`src/rtl/cadence_pkg.sv`:
```
// Shared types and constants for the cadence sensor emulator.
// The BNC_R/BNC_F states exist only when CADENCE_BOUNCE_EN is defined.
package cadence_pkg;

   localparam int PERIOD_W_DEF   = 24;
   localparam int BOUNCE_W_DEF   = 8;
   localparam int BOUNCE_CNT_DEF = 3;

   // Debounce window of the downstream filter in fast-sim builds; keep bounce_len well below it.
   localparam int DEBOUNCE_WIN   = 512;

   typedef enum logic [2:0] {
      IDLE  = 3'd0,
`ifdef CADENCE_BOUNCE_EN
      BNC_R = 3'd1,
      BNC_F = 3'd3,
`endif
      HIGH  = 3'd2,
      LOW   = 3'd4
   } cad_state_t;

endpackage

```
`src/rtl/cadence_phase_cnt.sv`:
```
// Loadable down-counter that stops at zero; zero marks the last cycle of a phase or segment.
module cadence_phase_cnt #(
   parameter int W = 24
) (
   input  logic         clk,
   input  logic         rst_n,
   input  logic         load,
   input  logic [W-1:0] load_val,
   output logic [W-1:0] val,
   output logic         zero
);

   // NOTE: sequential state uses non-blocking assignments so every flop samples pre-edge values.
   always_ff @(posedge clk or negedge rst_n) begin
      if (!rst_n) begin
         val <= '0;
      end else if (load) begin
         val <= load_val;
      end else if (val != '0) begin
         val <= val - W'(1);
      end
   end

   assign zero = (val == '0);

endmodule

```
`src/rtl/cadence_gen.sv`:
```
// Pedal-cadence sensor emulator: square wave with programmable half-period.
// Define CADENCE_BOUNCE_EN to inject contact bounce at every edge.
module cadence_gen
   import cadence_pkg::*;
#(
   parameter int PERIOD_W   = PERIOD_W_DEF,
   parameter int BOUNCE_CNT = BOUNCE_CNT_DEF,
   parameter int BOUNCE_W   = BOUNCE_W_DEF
) (
   input  logic                clk,
   input  logic                rst_n,
   input  logic                en,
   input  logic [PERIOD_W-1:0] half_per,
   input  logic [BOUNCE_W-1:0] bounce_len,
   output logic                cadence,
   output logic                cadence_rise,
   output logic                busy
);

   cad_state_t          state_q, state_d;
   logic [PERIOD_W-1:0] hp_q, hp_new, ph_val_d, ph_val_unused;
   logic                ph_load, ph_zero;
   logic                cadence_d, rise_d, latch;
   logic                start_rise, start_fall;

   assign hp_new = (half_per == '0) ? PERIOD_W'(1) : half_per;
   assign busy   = (state_q != IDLE);

   cadence_phase_cnt #(.W(PERIOD_W)) u_phase (
      .clk      (clk),
      .rst_n    (rst_n),
      .load     (ph_load),
      .load_val (ph_val_d),
      .val      (ph_val_unused),
      .zero     (ph_zero)
   );

`ifdef CADENCE_BOUNCE_EN
   localparam int SEG_N  = 2 * BOUNCE_CNT;
   localparam int SEG_IW = $clog2(SEG_N + 1);

   logic [BOUNCE_W-1:0] bl_q, seg_val_d, seg_val_unused;
   logic                seg_load, seg_zero;
   logic [SEG_IW-1:0]   seg_idx_q, seg_idx_d;

   cadence_phase_cnt #(.W(BOUNCE_W)) u_segment (
      .clk      (clk),
      .rst_n    (rst_n),
      .load     (seg_load),
      .load_val (seg_val_d),
      .val      (seg_val_unused),
      .zero     (seg_zero)
   );
`else
   localparam int unused_bounce_cnt = BOUNCE_CNT;
   logic unused_bounce;
   assign unused_bounce = ^bounce_len;
`endif

   // NOTE: every signal gets a default before the case so no latch is inferred.
   always_comb begin
      state_d    = state_q;
      cadence_d  = cadence;
      rise_d     = 1'b0;
      latch      = 1'b0;
      ph_load    = 1'b0;
      ph_val_d   = hp_q - PERIOD_W'(1);
      start_rise = 1'b0;
      start_fall = 1'b0;
`ifdef CADENCE_BOUNCE_EN
      seg_load   = 1'b0;
      seg_val_d  = bl_q - BOUNCE_W'(1);
      seg_idx_d  = seg_idx_q;
`endif
      case (state_q)
         IDLE: if (en) start_rise = 1'b1;
         HIGH: if (ph_zero) start_fall = 1'b1;
         LOW: begin
            if (ph_zero) begin
               if (en) begin
                  start_rise = 1'b1;
               end else begin
                  state_d   = IDLE;
                  cadence_d = 1'b0;
               end
            end
         end
`ifdef CADENCE_BOUNCE_EN
         BNC_R, BNC_F: begin
            if (seg_zero) begin
               if (seg_idx_q == SEG_IW'(SEG_N - 1)) begin
                  state_d   = (state_q == BNC_R) ? HIGH : LOW;
                  cadence_d = (state_q == BNC_R);
                  ph_load   = 1'b1;
               end else begin
                  seg_idx_d = seg_idx_q + SEG_IW'(1);
                  seg_load  = 1'b1;
                  cadence_d = ~cadence;
               end
            end
         end
`endif
         default: begin
            state_d   = IDLE;
            cadence_d = 1'b0;
         end
      endcase

      // New edges are decided after the per-state logic so both entry points share one path.
      if (start_rise) begin
         latch     = 1'b1;
         rise_d    = 1'b1;
         cadence_d = 1'b1;
`ifdef CADENCE_BOUNCE_EN
         if (bounce_len != '0) begin
            state_d   = BNC_R;
            seg_load  = 1'b1;
            seg_val_d = bounce_len - BOUNCE_W'(1);
            seg_idx_d = '0;
         end else begin
            state_d  = HIGH;
            ph_load  = 1'b1;
            ph_val_d = hp_new - PERIOD_W'(1);
         end
`else
         state_d  = HIGH;
         ph_load  = 1'b1;
         ph_val_d = hp_new - PERIOD_W'(1);
`endif
      end

      if (start_fall) begin
         cadence_d = 1'b0;
`ifdef CADENCE_BOUNCE_EN
         if (bl_q != '0) begin
            state_d   = BNC_F;
            seg_load  = 1'b1;
            seg_idx_d = '0;
         end else begin
            state_d = LOW;
            ph_load = 1'b1;
         end
`else
         state_d = LOW;
         ph_load = 1'b1;
`endif
      end
   end

   always_ff @(posedge clk or negedge rst_n) begin
      if (!rst_n) begin
         state_q      <= IDLE;
         cadence      <= 1'b0;
         cadence_rise <= 1'b0;
         hp_q         <= '0;
      end else begin
         state_q      <= state_d;
         cadence      <= cadence_d;
         cadence_rise <= rise_d;
         if (latch) hp_q <= hp_new;
      end
   end

`ifdef CADENCE_BOUNCE_EN
   always_ff @(posedge clk or negedge rst_n) begin
      if (!rst_n) begin
         bl_q      <= '0;
         seg_idx_q <= '0;
      end else begin
         seg_idx_q <= seg_idx_d;
         if (latch) bl_q <= bounce_len;
      end
   end
`endif

endmodule

```
`config.mk`:
```
export PLATFORM = sky130hd
export DESIGN_NAME = cadence_gen
export DESIGN_NICKNAME = d
export VERILOG_FILES = /design/src/rtl/cadence_pkg.sv /design/src/rtl/cadence_phase_cnt.sv /design/src/rtl/cadence_gen.sv
export SDC_FILE = /design/constraint.sdc
export NUM_CORES = 1
export LEC_CHECK = 0
export CORE_MARGIN = 2
export CORE_UTILIZATION = 60
export CTS_CLUSTER_DIAMETER = 30
export DETAILED_ROUTE_END_ITERATION = 10
export GPL_ROUTABILITY_DRIVEN = 0
export PLACE_DENSITY = 0.9
export SLEW_MARGIN = 20
export SYNTH_ARGS = -nofsm -noshare
export SYNTH_HDL_FRONTEND = slang
export SYNTH_SLANG_ARGS = --single-unit
```
`constraint.sdc`:
```
create_clock -name clk -period 5.8 [get_ports clk]
set_input_delay 1.16 -clock clk [delete_from_list [all_inputs] [get_ports clk]]
set_output_delay 1.16 -clock clk [all_outputs]
set_load 0.1 [all_outputs]
```
==> flow_summary.json <==
{
  "status": "completed",
  "cts_buffers": 5,
  "die_h_microns": 77.9,
  "die-area_sq_mm": 0.00607,
  "n_antenna_cell": 0,
  "synthTopCellsByArea": "dfrtp_1 39%, nand2_1 8.9%, nor2_1 5.5%",
  "drv_cap": 0,
  "drt-initial-drc-count": 362,
  "combPwrFrac_pct": 35.6,
  "remaining_drc_errors": 0,
  "grt_pass1_vias": 3166,
  "antenna_found_initial": 0,
  "path_common_cell": "nor2b_1",
  "tightest_slew_ns": 0.965,
  "nets": 457,
  "start_kind": "primary input",
  "synth_edf_count": 0,
  "viasPerCell": 6.45,
  "routedWlPerCell_microns": 17.3,
  "grt_util_all_layers_pct": 29.5,
  "cts_tree": "yes",
  "drtAntennaViolNets": 0,
  "fmax_mhz": 199,
  "cellLeakagePower_nw": 1.56,
  "powerDensity_mw_per_mm2": 331,
  "post-route-util_pct": 72.0,
  "crit_fanout": 21,
  "grt_max_degree": 52,
  "ys_seq_area_share_pct": 39.0,
  "dr_total_vias": 3173,
  "clock_latency_ns": 0.32,
  "critical_path_arrival_ns": 5.24,
  "area_growth_pct": 13.8,
  "relSlewSlack_pct": 35.5,
  "cts_buffer_depth": 2,
  "netSwitchingFraction_pct": 40.1,
  "fin_tns_setup_ns": 0,
  "ys_seq_elements": 51,
  "fin_worst_skew_ns": 0.0169,
  "dieWidth_microns": 77.9,
  "synth_cell_types": 60,
  "clk_pin_slew_ns": 0.10,
  "synth_nets": 431,
  "clock_sinks": 51,
  "path_buf_inv": 2,
  "cts_root_buffer": "clkbuf_8",
  "place_ws_ns": 0.546,
  "syn_area_per_cell_sq_um": 8.29,
  "seqPwrFrac_pct": 47.2,
  "drt_first_pass_iters": 5,
  "min_period_ns": 5.02,
  "power.total_mw": 1.23,
  "yosysMostFrequentCell": "nand2_1",
  "clock_power_share_pct": 17.2,
  "post_cts_resized": 0,
  "critPathMaxStageDelay_ns": 0.47,
  "synth_top_area_share_pct": 39.0,
  "synthArstFlopShare_pct": 100,
  "p_sw_mw": 0.495,
  "cp_slowest_cell": "or3_1",
  "hold_path.class": "reg -> reg",
  "core_sq_mm": 0.00517,
  "path_class": "in -> reg",
  "vdd_drop_max_mv": 0.204,
  "wirelength_mm": 8.50,
  "initial_core_util_pct": 63.3,
  "grt_pass1_wl_mm": 14.3,
  "hold_violations": 0,
  "worstPathRequired_ns": 6.01,
  "drv_slew": 0,
  "layout-drive-gt1-share_pct": 9.00,
  "seqCellArea_sq_mm": 0.00128,
  "worstPathCellList": "clkdlybuf4s50_1, nor2b_1, nor2b_1, a21oi_4, inv_2, a211o_1, nand2_1, ha_1, nor3b_1, o311ai_0, nor3_1, o21ai_1, or3_1, nand2b_1, xnor2_1, nor2_1",
  "setup_violations": 0,
  "netlist_area_sq_mm": 0.00328,
  "grt_overflow": 0,
  "rows": 26,
  "crit_family": "simple AND/OR/NAND/NOR gates",
  "synthTopCellsByCount": "78 x nand2_1, 51 x dfrtp_1, 48 x nor2_1",
  "dp_hpwl_mm": 6.02,
  "synth_top_flop_cell": "dfrtp_1",
  "end_kind": "flop",
  "cts_setup_buffers": 0,
  "min_period_over_period_pct": 86.6,
  "syn_inst": 395,
  "timing.final.ws_setup_ns": 0.775,
  "ioPinCount": 38,
  "multi_input_area_sq_mm": 0.00192,
  "yosysTopAreaCell": "dfrtp_1",
  "ys_warn_count": 0,
  "internal-power_mw": 0.738,
  "cts_hold_buf": 0,
  "rsz0062_at_grt": "no",
  "htree_num_levels": 2,
  "portBuffers": 29,
  "final.fill_count": 392
}
-- worst paths after layout --
check / start / endpoint / slack, ns / depth (start not counted)
worst max-delay path: en / u_phase.val[20] / 0.78 / 16
worst min-delay path: hp_q[23] / hp_q[23] / 0.48 / 2
worst max register to register: u_phase.val[13] / u_phase.val[20] / 1.05 / 14
worst min register to register: hp_q[23] / hp_q[23] / 0.48 / 2
max in group asynchronous: rst_n / hp_q[10] / 4.41 / 2
min in group asynchronous: rst_n / state_q[1] / 0.93 / 2
-- placed cells by master (no fill, tap or decap), types with 9 or more instances in the layout --
cell type        count
nor2_1              48
clkdlybuf4s50_1     28
xnor2_1             12
nor3_1              14
o21ai_0             19
dfrtp_1             51
nand2_1             78
nand3_1             11
a21oi_1             26
nor4_1               9
-- worst min-delay path, stage by stage, from the launching register on --
cell,delay [ns]
dfrtp_1,0.34
nand2_1,0.06
nand2_1,0.06
-- power by group through the flow --
stage	Combinational [mW]	Clock, mW	Sequential (mW)
6_report	0.439	0.212	0.582
5_1_grt	0.492	0.227	0.594
4_1_cts	0.435	0.214	0.576
3_5_place_dp	0.434	0	0.579
3_3_place_gp	0.410	0	0.576
2_1_floorplan	0.328	0	0.554
-- stage by stage --
stage	hold slack (ns)	instance area, sq um	std cells
final	0.481	3730	492
after global routing	0.522	3730	492
after CTS	0.487	3730	492
after detailed placement	0.461	3640	484
after global placement	0.457	3640	484
after floorplan	0.440	3280	395
-- layout make-up --
type,count,area share [%]
clock buffer,6,1.95
timing repair buffer,36,9.07
tap,70,2.35
sequential,51,34.3
multi-input combinational,323,51.5
clock inverter,2,0.470
inverter,4,0.403
-- state kept, by name (all words and copies together) (netlist names) --
signal,cells
hp_q,24
u_phase.val,24
state_q,2
cadence_rise,1
-- metal layers --
metal  track usage (%)  part of all wire [%]
met1              38.8                    41
met2              48.7                    48
met3              4.77                   8.5
met4              11.6                   2.6
met5                 0                     0
-- cell families (layout without fill, tap and decap cells) --
logic type	Yosys count	in the layout	share of synthesized area, %
AO/OA/AOI/OAI	87	87	17.6
multiplexers	4	4	1.22
flip-flops	51	51	39.0
buffers and inverters	21	48	2.83
AND/OR/NAND/NOR	211	211	33.6
adder cells (fa/ha/maj)	1	1	0.382
XOR/XNOR	20	20	5.35
Power figures use the tool's default switching activity.
